## config.mk

```make
export PLATFORM = sky130hd
export DESIGN_NAME = bus_arbiter
export DESIGN_NICKNAME = d
export VERILOG_FILES = /design/src/rtl/wisecore_defs.sv /design/src/rtl/bus_arbiter.sv
export SDC_FILE = /design/constraint.sdc
export NUM_CORES = 1
export LEC_CHECK = 0
export ABC_AREA = 1
export BUFFER_PORTS_ARGS = -buffer_cell sky130_fd_sc_hd__buf_2
export CAP_MARGIN = 10
export CORE_MARGIN = 2
export CORE_UTILIZATION = 50
export CTS_CLUSTER_DIAMETER = 150
export DETAILED_ROUTE_END_ITERATION = 8
export HOLD_SLACK_MARGIN = 0.08
export PLACE_DENSITY_LB_ADDON = 0.08
export SYNTH_ARGS = -nofsm -noshare
export SYNTH_HDL_FRONTEND = slang
export SYNTH_SLANG_ARGS = --single-unit
```

## constraint.sdc

```tcl
create_clock -name clk -period 9.9 [get_ports clk]
set_input_delay 1.98 -clock clk [delete_from_list [all_inputs] [get_ports clk]]
set_output_delay 1.98 -clock clk [all_outputs]
set_load 0.005 [all_outputs]
```

## src/rtl/wisecore_defs.sv

```systemverilog
// Shared definitions for the wisecore memory subsystem: arbiter state
// encoding, pipeline stall-vector constants and bus widths.
package wisecore_defs;

  // Arbiter FSM states.
  typedef enum logic [1:0] {
    IDLE     = 2'd0,
    IF_BUSY  = 2'd1,
    MEM_BUSY = 2'd2
  } arb_state_t;

  // Stall vector bit order is {wb, mem, ex, id, if, pc}.
  localparam int STALL_W = 6;
  localparam logic [STALL_W-1:0] STALL_NONE = 6'b000000;
  localparam logic [STALL_W-1:0] STALL_IF   = 6'b000011;
  localparam logic [STALL_W-1:0] STALL_MEM  = 6'b011111;

  // Bus geometry.
  localparam int BUS_AW = 32;
  localparam int BUS_DW = 32;
  localparam int BUS_SW = BUS_DW / 8;

endpackage

```

## src/rtl/bus_arbiter.sv

```systemverilog
// Single-port bus arbiter between the fetch stage and the MEM stage.
// MEM has fixed priority; every transaction returns to IDLE, so there is
// always at least one idle bus cycle between two bus cycles. Bus cycles
// that wait too long for i_bus_ack are aborted with o_bus_err.
module bus_arbiter
  import wisecore_defs::*;
#(
  parameter int TIMEOUT = 16
) (
  input  logic                clk,
  input  logic                rst,
  // fetch port
  input  logic                i_if_req,
  input  logic [BUS_AW-1:0]   i_if_addr,
  output logic                o_if_ack,
  output logic [BUS_DW-1:0]   o_if_rdata,
  // data port
  input  logic                i_mem_req,
  input  logic                i_mem_we,
  input  logic [BUS_AW-1:0]   i_mem_addr,
  input  logic [BUS_SW-1:0]   i_mem_sel,
  input  logic [BUS_DW-1:0]   i_mem_wdata,
  output logic                o_mem_ack,
  output logic [BUS_DW-1:0]   o_mem_rdata,
  // bus side
  output logic                o_bus_ce,
  output logic                o_bus_we,
  output logic [BUS_AW-1:0]   o_bus_addr,
  output logic [BUS_SW-1:0]   o_bus_sel,
  output logic [BUS_DW-1:0]   o_bus_wdata,
  input  logic [BUS_DW-1:0]   i_bus_rdata,
  input  logic                i_bus_ack,
  output logic                o_bus_err,
  // pipeline stall vector
  output logic [STALL_W-1:0]  o_stall
);

  localparam int CW = $clog2(TIMEOUT);
  localparam logic [CW-1:0] CNT_LAST = CW'(TIMEOUT - 1);

  arb_state_t          r_state;
  arb_state_t          w_state_next;
  logic [CW-1:0]       r_cnt;
  logic                w_busy;
  logic                w_timeout;
  logic                w_done;

  logic                r_bus_ce;
  logic                r_bus_we;
  logic [BUS_AW-1:0]   r_bus_addr;
  logic [BUS_SW-1:0]   r_bus_sel;
  logic [BUS_DW-1:0]   r_bus_wdata;
  logic                r_if_ack;
  logic [BUS_DW-1:0]   r_if_rdata;
  logic                r_mem_ack;
  logic [BUS_DW-1:0]   r_mem_rdata;
  logic                r_bus_err;

  // A bus cycle ends on ack, or when the wait counter reaches its last
  // value without ack (an ack in that same cycle wins over the abort).
  assign w_busy    = (r_state == IF_BUSY) || (r_state == MEM_BUSY);
  assign w_timeout = w_busy && !i_bus_ack && (r_cnt == CNT_LAST);
  assign w_done    = w_busy && (i_bus_ack || w_timeout);

  // State register.
  always_ff @(posedge clk or posedge rst) begin
    if (rst) begin
      r_state <= IDLE;
    end else begin
      r_state <= w_state_next;
    end
  end

  // Next-state logic: MEM wins simultaneous requests; BUSY states exit on done.
  always_comb begin
    w_state_next = r_state;
    case (r_state)
      IDLE: begin
        if (i_mem_req) begin
          w_state_next = MEM_BUSY;
        end else if (i_if_req) begin
          w_state_next = IF_BUSY;
        end
      end
      IF_BUSY, MEM_BUSY: begin
        if (w_done) begin
          w_state_next = IDLE;
        end
      end
      default: w_state_next = IDLE;
    endcase
  end

  // Bus command, wait counter and completion registers.
  always_ff @(posedge clk or posedge rst) begin
    if (rst) begin
      r_cnt       <= '0;
      r_bus_ce    <= 1'b0;
      r_bus_we    <= 1'b0;
      r_bus_addr  <= '0;
      r_bus_sel   <= '0;
      r_bus_wdata <= '0;
      r_if_ack    <= 1'b0;
      r_if_rdata  <= '0;
      r_mem_ack   <= 1'b0;
      r_mem_rdata <= '0;
      r_bus_err   <= 1'b0;
    end else begin
      // Acks, rdata and err are single-cycle pulses by default.
      r_if_ack    <= 1'b0;
      r_if_rdata  <= '0;
      r_mem_ack   <= 1'b0;
      r_mem_rdata <= '0;
      r_bus_err   <= 1'b0;
      case (r_state)
        IDLE: begin
          r_cnt <= '0;
          if (i_mem_req) begin
            r_bus_ce    <= 1'b1;
            r_bus_we    <= i_mem_we;
            r_bus_addr  <= i_mem_addr;
            r_bus_sel   <= i_mem_sel;
            r_bus_wdata <= i_mem_wdata;
          end else if (i_if_req) begin
            r_bus_ce    <= 1'b1;
            r_bus_we    <= 1'b0;
            r_bus_addr  <= i_if_addr;
            r_bus_sel   <= '1;
            r_bus_wdata <= '0;
          end
        end
        IF_BUSY, MEM_BUSY: begin
          if (w_done) begin
            r_bus_ce  <= 1'b0;
            r_cnt     <= '0;
            r_bus_err <= w_timeout;
            if (r_state == IF_BUSY) begin
              r_if_ack   <= 1'b1;
              r_if_rdata <= w_timeout ? '0 : i_bus_rdata;
            end else begin
              r_mem_ack   <= 1'b1;
              r_mem_rdata <= (w_timeout || r_bus_we) ? '0 : i_bus_rdata;
            end
          end else begin
            r_cnt <= r_cnt + 1'b1;
          end
        end
        default: begin
          r_bus_ce <= 1'b0;
          r_cnt    <= '0;
        end
      endcase
    end
  end

  // Stall vector: MEM stall dominates; forced off while reset is asserted.
  always_comb begin
    o_stall = STALL_NONE;
    if (rst) begin
      o_stall = STALL_NONE;
    end else if (i_mem_req && !r_mem_ack) begin
      o_stall = STALL_MEM;
    end else if (i_if_req && !r_if_ack) begin
      o_stall = STALL_IF;
    end
  end

  assign o_bus_ce    = r_bus_ce;
  assign o_bus_we    = r_bus_we;
  assign o_bus_addr  = r_bus_addr;
  assign o_bus_sel   = r_bus_sel;
  assign o_bus_wdata = r_bus_wdata;
  assign o_if_ack    = r_if_ack;
  assign o_if_rdata  = r_if_rdata;
  assign o_mem_ack   = r_mem_ack;
  assign o_mem_rdata = r_mem_rdata;
  assign o_bus_err   = r_bus_err;

endmodule

```

## Word level (Yosys, flattened, before mapping)

Cells that the tools add are included.

| word-level totals | value |
|---|---|
| register bits | 143 |
| bits of input ports | 138 |
| output and inout bits | 143 |
| logic and storage cells | 71 |

| operators by class | value |
|---|---|
| add/subtract/negate cells | 1 |
| equality and inequality tests | 5 |
| muxes and demuxes | 37 |
| reduce and logical (&&, ||, !) cells | 16 |

Operators with widths:

| cell | number |
|---|---|
| two-way mux 32 bit | 12 |
| two-way mux 4 bit | 4 |
| two-way mux 1 bit | 13 |
| two-way mux 5 bit | 2 |
| two-way mux 2 bit | 4 |
| logical AND 1 bit | 5 |
| adder 4 x 1 -> 4 bit, second input constant | 1 |
| equality test 4 bit, second input constant | 1 |
| case mux 2 bit (2 select lines) | 1 |
| AND reduction 2 bit | 2 |
| zero test 1 bit | 3 |
| logical OR 1 bit | 3 |
| != test 3 bit, second input constant | 1 |
| equality test 2 x 1 -> 1 bit, second input constant | 1 |
| equality test 2 bit, second input constant | 1 |
| zero test 2 bit | 1 |
| != test 2 bit, second input constant | 1 |
| case mux 1 bit (2 select lines) | 1 |
| nonzero test 2 bit | 1 |
| OR reduction 2 bit | 1 |

## Logic depth before layout (Yosys ltp)

Gate-level depths: netlist (run 1).

| depth | value |
|---|---|
| depth after elaboration | 9 |
| mapped depth | 9 |
| mapped depth without buffers | 7 |

## Least setup slack after synthesis (run 1)

Ideal clock, no wire load.

| timing | value |
|---|---|
| path kind | input-to-output |
| from | input port rst |
| to | output port o_stall[1] |
| data arrival time | 5.537 ns |
| required time | 7.920 ns |
| path slack | 2.383 ns |
| stages | 4 |
| path buffers | 1 |
| cell sequence | inv_1 > nand2_1 > o22ai_1 > buf_4 |

| between the ends | value |
|---|---|
| cells in the longest elaborated chain, start to end | 1 |

Ends and longest elaborated chain:

| element | line | RTL |
|---|---|---|
| from (decl) | bus_arbiter.sv:11 | `input logic rst,` |
| two-way mux 5 bit | bus_arbiter.sv:159 | `if (rst) begin` |
| to (decl) | bus_arbiter.sv:35 | `output logic [STALL_W-1:0] o_stall` |

No other way between the ends.

## Worst setup path after layout (run 1)

| timing | value |
|---|---|
| from | input port i_mem_req |
| to | output port o_stall[0] |

| between the ends | value |
|---|---|
| cells in the longest elaborated chain, start to end | 3 |

Ends and longest elaborated chain:

| element | line | RTL |
|---|---|---|
| from (decl) | bus_arbiter.sv:18 | `input logic i_mem_req,` |
| logical AND 1 bit | bus_arbiter.sv:161 | `end else if (i_mem_req && !r_mem_ack) begin` |
| two-way mux 5 bit | bus_arbiter.sv:161 |  |
| two-way mux 5 bit | bus_arbiter.sv:159 |  |

No other way between the ends.

==> results of run 1 <==
-- power by group through the flow --
stage	registers, mW	logic [mW]	clock network, mW
2_1_floorplan	0.861	0.379	0
3_5_place_dp	0.847	0.649	0
5_1_grt	0.859	0.726	0.657
3_3_place_gp	0.839	0.635	0
6_report	0.838	0.641	0.621
4_1_cts	0.839	0.652	0.630
-- layout make-up --
class	instances	area share [%]
flip-flops and latches	143	46.09
multi-input cells	436	23.55
repair buffers	281	18.18
clock buffers	19	5.705
inverters	48	2.385
well taps	143	2.305
clock inverters	13	1.789
-- cells by family after synthesis --
group           share of synthesized area (%)
buf+inv                                 8.647
simple gates                            29.43
fa+ha+maj                              0.6343
flops                                   60.47
xor+xnor                               0.1480
other cells                           0.06336
compound gates                         0.6132
-- through the flow --
step           area, µm²  cells
6_report            7764   1083
3_5_place_dp        7182   1051
4_1_cts             7764   1083
2_1_floorplan       5918    673
5_1_grt             7764   1083
3_3_place_gp        7182   1051
-- layer usage --
layer | routed length [µm] | vias to the layer above
li1 | - | 2561
met1 | 6186 | 2511
met2 | 7809 | 223
met3 | 1352 | 31
met4 | 437 | 0
met5 | 0 | -
-- worst reg2reg max path, stage by stage, from the launching register on --
cell and delay (ns):
dfrtp_1 0.37, inv_1 0.05, ha_1 1.03, nand2_1 0.16, inv_1 0.13, nand2_2 0.37
nand3_1 0.22, nor2_1 0.07
-- sequential cells by signal, summed over array words and instances (netlist names), 2 cells and up --
signal and cells:
o_bus_addr 32, r_cnt 4, o_bus_wdata 32, o_if_rdata 32
r_state 2, o_mem_rdata 32, o_bus_sel 4
-- path summary, 6_finish.rpt --
path	depth (start not counted)	slack, ns	to	from
worst max-delay path	5	4.26	o_stall[0]	i_mem_req
worst max register to register	7	7.34	o_mem_rdata[14]	r_state[0]
min in group asynchronous	2	1.64	o_bus_addr[11]	rst
worst min register to register	2	0.47	o_bus_wdata[5]	o_bus_wdata[5]
max in group asynchronous	3	6.80	o_if_rdata[24]	rst
worst min-delay path	2	0.47	o_bus_wdata[5]	o_bus_wdata[5]
-- cells in the mapped netlist, drive strengths merged --
library cell  count  area [µm²]
ha                3       37.54
or2               1       6.260
nor3              1       5.000
xor2              1       8.760
dfrtp           143        3578
nand3            36       185.2
o21ai             2       21.27
nand4            32       200.2
clkbuf           13       88.83
o22ai             1       6.260
conb              1       3.750
nand2           306        1154
a21oi             1       8.760
buf              33       242.7
nor2             51       191.4
inv              48       180.2
==> flow_metrics.py, run 1 <==
metrics = {
    "clock_network": {
        "holdBufCountCts": 0,
        "ctsHtreeMaxLevel": 4,
        "clk_pin_slew_ns": 0.05,
        "tritoncts": "built",
        "clk_latency_ns": 0.41,
        "ctsLongestPathBuffers": 2,
        "clkSinkCount": 143,
        "post_cts_buffers": 0,
        "cts_made_buffers": 17,
        "root_buffer": "clkbuf_16",
        "cts_resized": 0,
    },
    "routing": {
        "final_antenna_net_count": 0,
        "drc": 0,
        "first_pass_iters": 4,
        "detail_route.wl_per_cell_um": 14.58,
        "drt_wl_total_um": 15790,
        "vias": 5326,
        "drt-initial-drc-count": 378,
        "vias_per_cell": 4.918,
    },
    "synth": {
        "syn_area_per_cell_um2": 8.794,
        "synth_seq_cells": 143,
        "synth_nets": 814,
        "synth_area_mm2": 0.005918,
        "syn_inst": 673,
        "ys_seq_area_share_pct": 60.47,
        "yosys_warnings": 0,
        "synth.distinct_cells": 24,
    },
    "hold_path": {
        "hold_class": "register to register",
    },
    "timing": {
        "rsz0062_at_grt": "no",
        "maxSlewHeadroom_pct": 22.43,
        "min_period_ns": 5.643,
        "period_share_pct": 57.00,
        "fmax_mhz": 177.2,
        "whs_ns": 0.4685,
        "slew_violations": 0,
        "worstMarginPinSlew_ns": 1.164,
        "worst_clock_skew_ns": 0.007909,
        "setup_viol_count_final": 0,
        "fin_setup_tns_ns": 0,
        "setup_slack_ns": 4.257,
        "hold_violations": 0,
    },
    "power_and_ir_drop": {
        "power_density_mw_per_mm2": 270.4,
        "p_clk_share_pct": 29.6,
        "ir_drop_uv": 172.5,
        "internal-power_mw": 1.373,
        "switching_share_pct": 34.63,
        "power_switching_uw": 727.0,
        "p_total_mw": 2.100,
        "pwr-share-comb_pct": 30.5,
        "pwr-share-seq_pct": 39.9,
        "p_leak_nw": 4.922,
    },
    "global_route": {
        "grt_pass1_wl_um": 25710,
        "grt_pass1_vias": 5327,
        "use_met1_pct": 30.64,
        "gr-usage-met2_pct": 42.95,
        "grt.busiest_layer": "met2",
        "antenna_found_initial": 0,
        "grtUsageTotal_pct": 25.65,
        "grt_use_met3_pct": 8.623,
        "overflow": 0,
        "grt_max_degree": 87,
    },
    "finish": {
        "syn_to_final_growth_pct": 31.18,
        "multi_input_area_mm2": 0.001828,
        "drive_gt1_share_pct": 34.36,
        "utilization_pct": 67.70,
        "final_common_cell": "nand2_1",
        "n_antenna_cell": 0,
        "nets": 1068,
        "mostFrequentLayoutCells": "nand2_1, buf_2, dfrtp_1",
        "n_fill_cell": 939,
        "regArea_mm2": 0.003578,
    },
    "worst_setup_path": {
        "cp-start-kind": "input pin",
        "crit_family": "buffers and inverters",
        "max_stage_delay_ns": 0.54,
        "worst_ep_arrival_time_ns": 3.66,
        "crit_top_cell": "buf_2",
        "end_kind": "output pin",
        "critPathMaxFanout": 36,
        "required_ns": 7.92,
        "worst-path-buf-inv": 3,
        "path_cells": "buf_2 > inv_2 > or2_2 > o22ai_1 > buf_2",
        "slowest_stage": "buf_2",
        "crit_type": "input pin to output pin",
    },
    "die": {
        "fp.dieH_um": 112.8,
        "rows": 39,
        "start_util_pct": 51.61,
        "ios": 281,
        "coreArea_mm2": 0.01147,
        "die_area_mm2": 0.01272,
        "die-width_um": 112.8,
    },
    "job": {
        "maxCapViolCount": 0,
    },
    "place": {
        "preCtsSetupSlack_ns": 4.299,
        "port_buffers": 279,
        "place_congestion": 0.8650,
        "dp_hpwl_um": 11050,
    },
    "run_status": {
        "status": "complete, no violations",
    },
}
Note: power is estimated with default switching activity, not from simulation.
==> run 2, diff against run 1 <==
--- a/config.mk
+++ b/config.mk
@@ -5,11 +5,11 @@
 export SDC_FILE = /design/constraint.sdc
 export NUM_CORES = 1
 export LEC_CHECK = 0
-export ABC_AREA = 1
+export ABC_AREA = 0
 export BUFFER_PORTS_ARGS = -buffer_cell sky130_fd_sc_hd__buf_2
 export CAP_MARGIN = 10
 export CORE_MARGIN = 2
-export CORE_UTILIZATION = 50
+export CORE_UTILIZATION = 41
 export CTS_CLUSTER_DIAMETER = 150
 export DETAILED_ROUTE_END_ITERATION = 8
 export HOLD_SLACK_MARGIN = 0.08
==> constraint.sdc (replaced) <==
create_clock -name clk -period 5.1 [get_ports clk]
set_input_delay 1.02 -clock clk [delete_from_list [all_inputs] [get_ports clk]]
set_output_delay 1.02 -clock clk [all_outputs]
set_load 0.005 [all_outputs]
==> flow_metrics.py, run 2 <==
metrics = {
    "run_status": {
        "status": "complete, no violations",
    },
    "worst_setup_path": {
        "worst_ep_arrival_time_ns": 2.28,
        "end_kind": "output pin",
        "slowest_stage": "buf_4",
        "regToRegSetupSlack_ns": 3.15,
        "reg2reg_depth": 4,
        "required_ns": 4.08,
        "cp-start-kind": "input pin",
        "crit_family": "buffers and inverters",
        "r2r_start": "r_state[0]",
        "max_stage_delay_ns": 0.45,
        "r2r_end": "o_if_rdata[9]",
        "crit_top_cell": "buf_2",
        "worst-path-buf-inv": 3,
        "crit_type": "input pin to output pin",
        "path_cells": "buf_2 > buf_4 > nor3b_2 > a31o_2 > buf_2",
        "critPathMaxFanout": 32,
    },
    "die": {
        "ios": 281,
        "die_area_mm2": 0.01405,
        "fp.dieH_um": 118.6,
        "rows": 41,
        "die-width_um": 118.6,
        "coreArea_mm2": 0.01272,
        "start_util_pct": 42.29,
    },
    "timing": {
        "period_share_pct": 64.70,
        "fmax_mhz": 303.0,
        "slew_violations": 0,
        "rsz0062_at_grt": "no",
        "fin_setup_tns_ns": 0,
        "min_period_ns": 3.300,
        "hold_violations": 0,
        "setup_viol_count_final": 0,
        "worst_clock_skew_ns": 0.003532,
        "whs_ns": 0.4654,
        "setup_slack_ns": 1.800,
        "worstMarginPinSlew_ns": 1.038,
        "maxSlewHeadroom_pct": 30.79,
    },
    "finish": {
        "mostFrequentLayoutCells": "buf_2, dfrtp_1, and2_1",
        "nets": 828,
        "final_area_mm2": 0.007548,
        "n_fill_cell": 1124,
        "drive_gt1_share_pct": 46.00,
        "syn_to_final_growth_pct": 40.30,
        "final_common_cell": "buf_2",
    },
    "routing": {
        "vias_per_cell": 4.636,
        "vias": 4047,
        "drc": 0,
        "drt-initial-drc-count": 178,
        "drt_wl_total_um": 13640,
        "detail_route.wl_per_cell_um": 15.62,
        "final_antenna_net_count": 0,
        "first_pass_iters": 4,
    },
    "power_and_ir_drop": {
        "switching_share_pct": 28.97,
        "pwr-share-seq_pct": 39.0,
        "p_clk_share_pct": 34.1,
        "power_density_mw_per_mm2": 552.3,
        "p_leak_nw": 4.219,
        "power_switching_mw": 1.208,
        "p_total_mw": 4.169,
        "pwr-share-comb_pct": 26.9,
        "ir_drop_uv": 303.8,
        "internal-power_mw": 2.961,
    },
    "place": {
        "port_buffers": 279,
        "dp_hpwl_um": 9890,
        "place_congestion": 0.8245,
        "placed_cell_area_mm2": 0.006833,
        "preCtsSetupSlack_ns": 1.813,
    },
    "synth": {
        "synth_common_cells": "dfrtp_1, and2_1, nand2_1",
        "async_flop_share_pct": 100.0,
        "syn_inst": 411,
        "synth.distinct_cells": 31,
        "synth_area_mm2": 0.005380,
        "syn_area_per_cell_um2": 13.09,
        "synth_nets": 552,
        "synthTopCellsByArea": "dfrtp_1, and2_1, mux2i_1",
        "synth_top_area_share_pct": 66.51,
        "synth_flop_cell": "dfrtp_1",
        "ys_seq_area_share_pct": 66.51,
        "synth_seq_cells": 143,
        "synth.largest_area_cell": "dfrtp_1",
        "yosys_warnings": 0,
        "yosysMostFrequentCell": "dfrtp_1",
        "synth-edff-count": 0,
    },
    "clock_network": {
        "clk_pin_slew_ns": 0.06,
        "post_cts_buffers": 0,
        "holdBufCountCts": 0,
        "ctsLongestPathBuffers": 2,
        "tritoncts": "built",
        "cts_made_buffers": 17,
        "ctsHtreeMaxLevel": 4,
        "clkSinkCount": 143,
        "clk_latency_ns": 0.41,
        "cts_resized": 0,
        "root_buffer": "clkbuf_16",
    },
    "global_route": {
        "grt_pass1_vias": 4289,
        "antenna_found_initial": 2,
        "grt_max_degree": 71,
        "overflow": 0,
        "grt_pass1_wl_um": 21700,
        "grtUsageTotal_pct": 20.12,
    },
    "hold_path": {
        "hold_path_end": "r_cnt[0]",
        "hold_depth": 1,
        "hold_start": "r_cnt[0]",
        "hold_class": "register to register",
    },
    "job": {
        "maxCapViolCount": 0,
    },
}
[run 2: cell type report]
class | instances | area (µm²) | area share, %
flip-flops and latches | 143 | 3578 | 47.41
multi-input cells | 236 | 1587 | 21.02
repair buffers | 285 | 1461 | 19.36
clock buffers | 19 | 452.9 | 6.000
clock inverters | 13 | 232.7 | 3.083
well taps | 172 | 215.2 | 2.851
inverters | 4 | 18.77 | 0.2486
diodes | 1 | 2.502 | 0.03315
[run 2: worst max-delay path by stage]
stage	from	endpoint	slack, ns	cells past startpoint
after floorplan	rst	o_stall[1]	0.32	3
after global placement	rst	o_stall[0]	1.87	4
after detailed placement	i_mem_req	o_stall[1]	1.81	5
after CTS	i_mem_req	o_stall[1]	1.82	5
after global routing	i_mem_req	o_stall[1]	1.69	5
final	i_mem_req	o_stall[0]	1.80	5
[run 2: per-layer routing]
metal  GRT usage (%)  routed length [µm]  vias up
met5               0                   0        -
met2           33.19                6737      189
met1           22.03                5174     1901
li1                -                   -     1937
met3           10.18                1428       20
met4           7.961                 300        0
[run 2: cells by family after synthesis]
kind of cell               synth area share (%)
muxes                                     5.954
buffers and inverters                     4.139
AOI/OAI and AO/OA                         10.02
and+or+nand+nor                           12.28
DFF                                       66.51
adders and majority gates                0.6977
other                                   0.06970
xor gates and xnor gates                 0.3256
[run 2: stage by stage]
step / instances / util (%)
floorplan: 411 / -
global placement: 839 / 53.71
detailed placement: 839 / 53.71
CTS: 871 / 59.10
global route: 873 / 59.33
finish: 873 / 59.33
[run 2: power by group through the flow]
stage | combinational, mW | clock [mW] | sequential [mW]
finish | 1.12 | 1.42 | 1.63
global route | 1.25 | 1.51 | 1.67
CTS | 1.12 | 1.45 | 1.63
detailed placement | 1.12 | 0 | 1.65
global placement | 1.09 | 0 | 1.64
floorplan | 0.585 | 0 | 1.68
